<file path="config.mk">
export PLATFORM = sky130hd
export DESIGN_NAME = wb_decoder
export DESIGN_NICKNAME = d
export VERILOG_FILES = /design/src/rtl/wb_decoder.sv
export SDC_FILE = /design/constraint.sdc
export NUM_CORES = 1
export LEC_CHECK = 0
export CAP_MARGIN = 20
export CORE_AREA = 4 4 125 127
export CTS_CLUSTER_SIZE = 25
export DETAILED_ROUTE_END_ITERATION = 7
export DIE_AREA = 0 0 129 131
export PLACE_DENSITY = 0.65
export SLEW_MARGIN = 20
export SYNTH_ARGS = -nofsm -noshare
export SYNTH_HDL_FRONTEND = slang
export SYNTH_SLANG_ARGS = --single-unit
</file>
<file path="constraint.sdc">
create_clock -name wb_clk_i -period 1.7 [get_ports wb_clk_i]
set_input_delay 0.425 -clock wb_clk_i [delete_from_list [all_inputs] [get_ports wb_clk_i]]
set_output_delay 0.425 -clock wb_clk_i [all_outputs]
set_load 0.01 [all_outputs]
</file>
<file path="src/rtl/wb_decoder.sv">
// wb_decoder: single-master to four-slave Wishbone decoder with sticky slave select and hung-cycle timeout
module wb_decoder #(
  parameter logic [31:0] BASE0 = 32'h0000_0000,
  parameter logic [31:0] BASE1 = 32'h1000_0000,
  parameter logic [31:0] BASE2 = 32'h2000_0000,
  parameter logic [31:0] BASE3 = 32'h3000_0000,
  parameter logic [31:0] MASK0 = 32'hF000_0000,
  parameter logic [31:0] MASK1 = 32'hF000_0000,
  parameter logic [31:0] MASK2 = 32'hF000_0000,
  parameter logic [31:0] MASK3 = 32'hF000_0000,
  parameter int TO_W = 8,
  parameter logic [TO_W-1:0] TIMEOUT = 8'd255
) (
  input  logic         wb_clk_i,
  input  logic         wb_rst_ni,
  input  logic [31:0]  wbm_adr_i,
  input  logic [31:0]  wbm_dat_i,
  input  logic [3:0]   wbm_sel_i,
  input  logic [2:0]   wbm_cti_i,
  input  logic [1:0]   wbm_bte_i,
  input  logic         wbm_cyc_i,
  input  logic         wbm_stb_i,
  input  logic         wbm_we_i,
  output logic [31:0]  wbm_dat_o,
  output logic         wbm_ack_o,
  output logic         wbm_err_o,
  output logic [31:0]  wbs_adr_o,
  output logic [31:0]  wbs_dat_o,
  output logic [3:0]   wbs_sel_o,
  output logic [2:0]   wbs_cti_o,
  output logic [1:0]   wbs_bte_o,
  output logic         wbs_we_o,
  output logic [3:0]   wbs_cyc_o,
  output logic [3:0]   wbs_stb_o,
  input  logic [127:0] wbs_dat_i,
  input  logic [3:0]   wbs_ack_i,
  output logic [1:0]   wbslave_o
);
  typedef enum logic [1:0] {IDLE, ACTIVE, ERR, DRAIN} state_t;
  state_t state, state_nxt;
  logic [1:0] sel, sel_nxt, hit_idx;
  logic [TO_W-1:0] timer, timer_nxt;
  logic [3:0] hit;
  logic ack_sel;
  assign hit = {(wbm_adr_i & MASK3) == BASE3, (wbm_adr_i & MASK2) == BASE2,
                (wbm_adr_i & MASK1) == BASE1, (wbm_adr_i & MASK0) == BASE0};
  assign hit_idx = hit[0] ? 2'd0 : hit[1] ? 2'd1 : hit[2] ? 2'd2 : 2'd3;
  assign ack_sel = wbs_ack_i[sel];
  assign wbs_adr_o = wbm_adr_i;
  assign wbs_dat_o = wbm_dat_i;
  assign wbs_sel_o = wbm_sel_i;
  assign wbs_cti_o = wbm_cti_i;
  assign wbs_bte_o = wbm_bte_i;
  assign wbs_we_o = wbm_we_i;
  assign wbslave_o = sel;
  always_comb begin
    state_nxt = state;
    sel_nxt = sel;
    timer_nxt = '0;
    wbs_cyc_o = '0;
    wbs_stb_o = '0;
    wbm_ack_o = 1'b0;
    wbm_err_o = 1'b0;
    wbm_dat_o = '0;
    case (state)
      IDLE: begin
        if (wbm_cyc_i && wbm_stb_i) begin
          state_nxt = |hit ? ACTIVE : ERR;
          sel_nxt = |hit ? hit_idx : sel;
        end
      end
      ACTIVE: begin
        wbs_cyc_o[sel] = wbm_cyc_i;
        wbs_stb_o[sel] = wbm_stb_i;
        wbm_ack_o = ack_sel;
        wbm_dat_o = wbs_dat_i[{sel, 5'd0} +: 32];
        timer_nxt = (wbm_stb_i && !ack_sel) ? ((timer == '1) ? timer : timer + TO_W'(1)) : '0;
        state_nxt = !wbm_cyc_i ? IDLE : (wbm_stb_i && !ack_sel && timer == TIMEOUT) ? ERR : ACTIVE;
      end
      ERR: begin
        wbm_err_o = 1'b1;
        wbm_dat_o = 32'hDEAD_BEEF;
        state_nxt = DRAIN;
      end
      default: state_nxt = wbm_cyc_i ? DRAIN : IDLE;
    endcase
  end
  always_ff @(posedge wb_clk_i or negedge wb_rst_ni) begin
    if (!wb_rst_ni) begin
      state <= IDLE;
      sel <= '0;
      timer <= '0;
    end else begin
      state <= state_nxt;
      sel <= sel_nxt;
      timer <= timer_nxt;
    end
  end
endmodule

</file>
# After elaboration in Yosys (flattened, before gate mapping)
# Index checks and enable logic that the tools add are counted.
classes:
  add_sub_neg: 1
  n_lt_le_gt_ge: 2
  eq_ne: 8
  shift: 1
  muxes: 21
  n_bitwise: 2
  reduce_logical: 9
ops:
  columns: ["operator", "n"]
  rows:
  - ["$shiftx 128x8->32", 1]
  - ["$pmux 32 s2", 1]
  - ["$logic_not 32->1", 1]
  - ["$mux 8", 3]
  - ["$mux 2", 7]
  - ["$add 8x1->8 const B", 1]
  - ["$and 4x4->4", 2]
  - ["$eq 4x2->1 const B", 2]
  - ["$eq 8x8->1 const B", 1]
  - ["$mux 4", 2]
  - ["$pmux 2 s3", 1]
  - ["$mux 1", 5]
  - ["$eq 4x1->1 const B", 1]
  - ["$logic_and 1x1->1", 4]
  - ["$reduce_or 4->1", 1]
  - ["$lt 2x3->1 const B", 1]
  - ["$ne 3x3->1 const B", 1]
  - ["$reduce_and 3->1", 1]
  - ["$bmux 1 s2", 1]
  - ["$demux 1 s2", 1]
  - ["$eq 2x1->1 const B", 1]
  - ["$eq 2x2->1 const B", 1]
  - ["$ge 2x1->1 const B", 1]
  - ["$logic_not 2->1", 1]
  - ["other kinds (2)", 2]
word_totals:
  regBits: 12

# Logic depth before layout (Yosys ltp)
depth:
  word_depth: 8
  ltp_mapped: 7
  ltp_nobuf: 5

# Worst setup path after synthesis
# OpenSTA, ideal clock, no wires.
synth_timing:
  path_kind: "register to output"
  start: "register sel[0], in the netlist wbslave_o[0]"
  end: "output wbm_dat_o[14]"
  arrival_time_ps: 1502
  required_time_ps: 1275
  path_slack_ps: -227
  stages_incl_launch_ff: 5
  cell_sequence: "dfrtp_1 clkbuf_1 buf_4 mux4_2 and3_1"
synth_via:
  elab_chain_cells: 2
synth_rtl:
  columns: ["element", "line_no", "rtl"]
  rows:
  - ["start: declaration", "41", "logic [1:0] sel, sel_nxt, hit_idx;"]
  - ["start signal: assignment", "95", "sel <= sel_nxt;"]
  - ["$shiftx 128x8->32", "76", "wbm_dat_o = wbs_dat_i[{sel, 5'd0} +: 32];"]
  - ["$pmux 32 s2", "65", "case (state)"]
  - ["end: declaration", "24", "output logic [31:0] wbm_dat_o,"]
# Every way passes these cells.

# Worst setup path after layout
layout_timing:
  start: "register sel[0], in the netlist wbslave_o[0]"
  end: "output wbm_dat_o[5]"
# The elaborated chain is that of the path after synthesis.

==> results_dict.tcl <==
set metrics [dict create \
    fill_cells 1483 \
    vias 2650 \
    fin_skew_ns 0.002668 \
    crit_path_start_kind "flop" \
    grt_setup_unrepaired "true" \
    rows 44 \
    slowest_stage "mux4_2" \
    synthFlopType "dfrtp_1" \
    antenna_found_initial 0 \
    violations "negative setup slack" \
    status "finished with violations" \
    grt_max_degree 21 \
    htreeDepth 1 \
    cts_buffer_depth 2 \
    leakage_nw 1.896 \
    grt_pass1_vias 2837 \
    synth-async-reset-ratio_pct 100.0 \
    grt_use_total_pct 15.31 \
    place.gp.congestion 0.8135 \
    maxSlewViolCount 0 \
    ant_nets 0 \
    worst_pin_slew_ns 0.2909 \
    numPortBuffers 187 \
    cts_tree "built" \
    insertion_delay_ns 0.24 \
    layout_commonest_cell "clkdlybuf4s50_1" \
    totalWireLength_um 14130 \
    holdBufCountCts 0 \
    viasPerCell 4.454 \
    p_sw_share_pct 42.95 \
    layout-drive-gt1-share_pct 44.28 \
    power_switching_mw 2.885 \
    crit_path_frequent_cell "buf_6" \
    cts_buffers 3 \
    synth.distinct_cells 38 \
    cp_slowest_stage_delay_ns 0.43 \
    cap_violations 0 \
    post-route-min-period_ns 2.147 \
    cts.clk_slew.worst_paths_ns 0.04 \
    vdd_drop_max_uv 844.7 \
    nets 627 \
    max_slew_margin_pct 80.43 \
    end_kind "output pin" \
    start_util_pct 16.98 \
    power_density_nw_per_um2 1446 \
    dieArea_um2 16900 \
    first_pass_iters 4 \
    fmax_mhz 465.8 \
    yosys_warnings 0 \
    required_ns 1.27 \
    path_cells "buf_12, buf_6, buf_16, mux4_2, nand3_2, nand2_2, buf_6" \
    seqPwrFrac_pct 5.9 \
    drc 0 \
    grt_overflow_total 0 \
    synth.avg_cell_area_um2 8.941 \
    clock_power_share_pct 6.4 \
    grt_pass1_wl_um 18980 \
    clock-sinks 12 \
    yosys_register_bits 12 \
    die_w_um 129 \
    setup.worst_path.class "reg -> out" \
    dp.cells 577 \
    final_cells 595 \
    detail_route.wl_per_cell_um 23.75 \
    finalHoldViolCount 0 \
    p_comb_share_pct 87.7 \
    synth-edff-count 0 \
    area_growth_pct 89.58 \
    synthCells 274 \
    synthesis.nets 489 \
    path_max_fanout 5 \
    io_pins 328 \
    syn-cell-area_um2 2450 \
    hold_path.class "in -> async" \
    setup_viol_count_final 48 \
    dieHeight_um 131 \
    power.internal_mw 3.832 \
    root_buffer "clkbuf_16" \
    dp_hpwl_um 12080 \
    period_share_pct 126.3 \
    core-area_um2 14420 \
    first_iter_violations 69 \
    cp.arrival_ns 1.72 \
    seq_area_frac_synth_pct 12.26 \
    hold_slack_ns 0.4080 \
    diodes 0 \
    final_cell_mix "clkdlybuf4s50_1, mux4_2, buf_2" \
    setup_ws_ns -0.4467 \
]
-- registers in the layout, summed over array words and instances (netlist names) --
name,cells
timer,8
state,2
wbslave_o,2
-- synth_stat cells, drive strengths merged, types with 5 or more instances --
cell / n / area, um^2
and3: 8 / 50.05
buf: 86 / 624.3
clkbuf: 8 / 30.03
dfrtp: 12 / 300.3
ha: 5 / 62.56
inv: 5 / 18.76
mux2: 5 / 63.81
mux4: 32 / 720.7
nand2: 34 / 127.6
nand3: 26 / 130.1
nor2: 19 / 71.32
-- metrics by stage --
| step | setup TNS, ns | total power [mW] | cell area [um^2] | util (%) | setup WS (ns) |
|---|---|---|---|---|---|
| global placement | -28.65 | 5.437 | 4230 | 29.33 | -0.7169 |
| finish | -15.27 | 6.718 | 4644 | 32.20 | -0.4467 |
| global route | -17.82 | 7.203 | 4644 | 32.20 | -0.4906 |
| CTS | -15.76 | 6.573 | 4548 | 31.53 | -0.4911 |
| detailed placement | -29.16 | 5.489 | 4230 | 29.33 | -0.7209 |
| floorplan | -3.051 | 3.246 | 2544 | - | -0.09759 |
-- final timing paths --
kind | startpoint | to | slack (ns) | cells past startpoint
hold / removal | wb_rst_ni | state[1]$_DFFE_PN0P_ | 0.41 | 1
setup / recovery | wbslave_o[0]$_DFFE_PN0P_ | wbm_dat_o[5] | -0.45 | 7
max in group asynchronous | wb_rst_ni | timer[3]$_DFFE_PN0P_ | 0.91 | 2
setup reg to reg | wbslave_o[1]$_DFFE_PN0P_ | timer[2]$_DFFE_PN0P_ | -0.04 | 6
hold reg to reg | timer[2]$_DFFE_PN0P_ | timer[2]$_DFFE_PN0P_ | 0.57 | 1
min in group wb_clk_i | timer[2]$_DFFE_PN0P_ | timer[2]$_DFFE_PN0P_ | 0.57 | 1
-- routing by layer --
| layer | share of wire (%) | track usage, % | vias up |
|---|---|---|---|
| li1 | - | - | 1180 |
| met1 | 33 | 16.42 | 1289 |
| met2 | 47 | 23.45 | 139 |
| met3 | 17 | 11.54 | 42 |
| met4 | 3.2 | 5.003 | 0 |
| met5 | 0 | 0 | - |
-- critical path: cells and delay by family (launching register included) --
family | cells | cell delay, ns
buf+inv | 4 | 0.50
mux | 1 | 0.43
flops | 1 | 0.42
simple gates | 2 | 0.13
-- power groups by stage --
stage	Clock, mW	Sequential, mW	Combinational [mW]
final	0.431	0.393	5.89
after global routing	0.464	0.398	6.34
after CTS	0.441	0.393	5.74
after detailed placement	0	0.420	5.07
after global placement	0	0.417	5.02
after floorplan	0	0.408	2.84
-- timing repair --
| action | in CTS | in global routing |
|---|---|---|
| gates resized for setup | 235 | 28 |
| buffers inserted | 9 | 3 |
| gates cloned | 4 | 0 |
| pin swaps | 33 | 20 |
| endpoints found under the setup margin | 56 | 45 |
-- cell type report --
class	count	area (um^2)	share of cell area [%]
Timing Repair Buffer	227	2255	48.55
Multi-Input combinational cell	163	1759	37.88
Sequential cell	12	302.8	6.519
Tap cell	184	230.2	4.957
Clock buffer	4	78.83	1.697
Inverter	5	18.77	0.4041
-- cells by family after synthesis --
family | share of synthesized area [%]
AND/OR/NAND/NOR | 19.61
buffers and inverters | 27.48
multiplexers | 33.66
flip-flops | 12.26
AO/OA/AOI/OAI | 3.371
adder cells (fa/ha/maj) | 2.554
XOR/XNOR | 1.073
(Power assumes the default switching activity.)
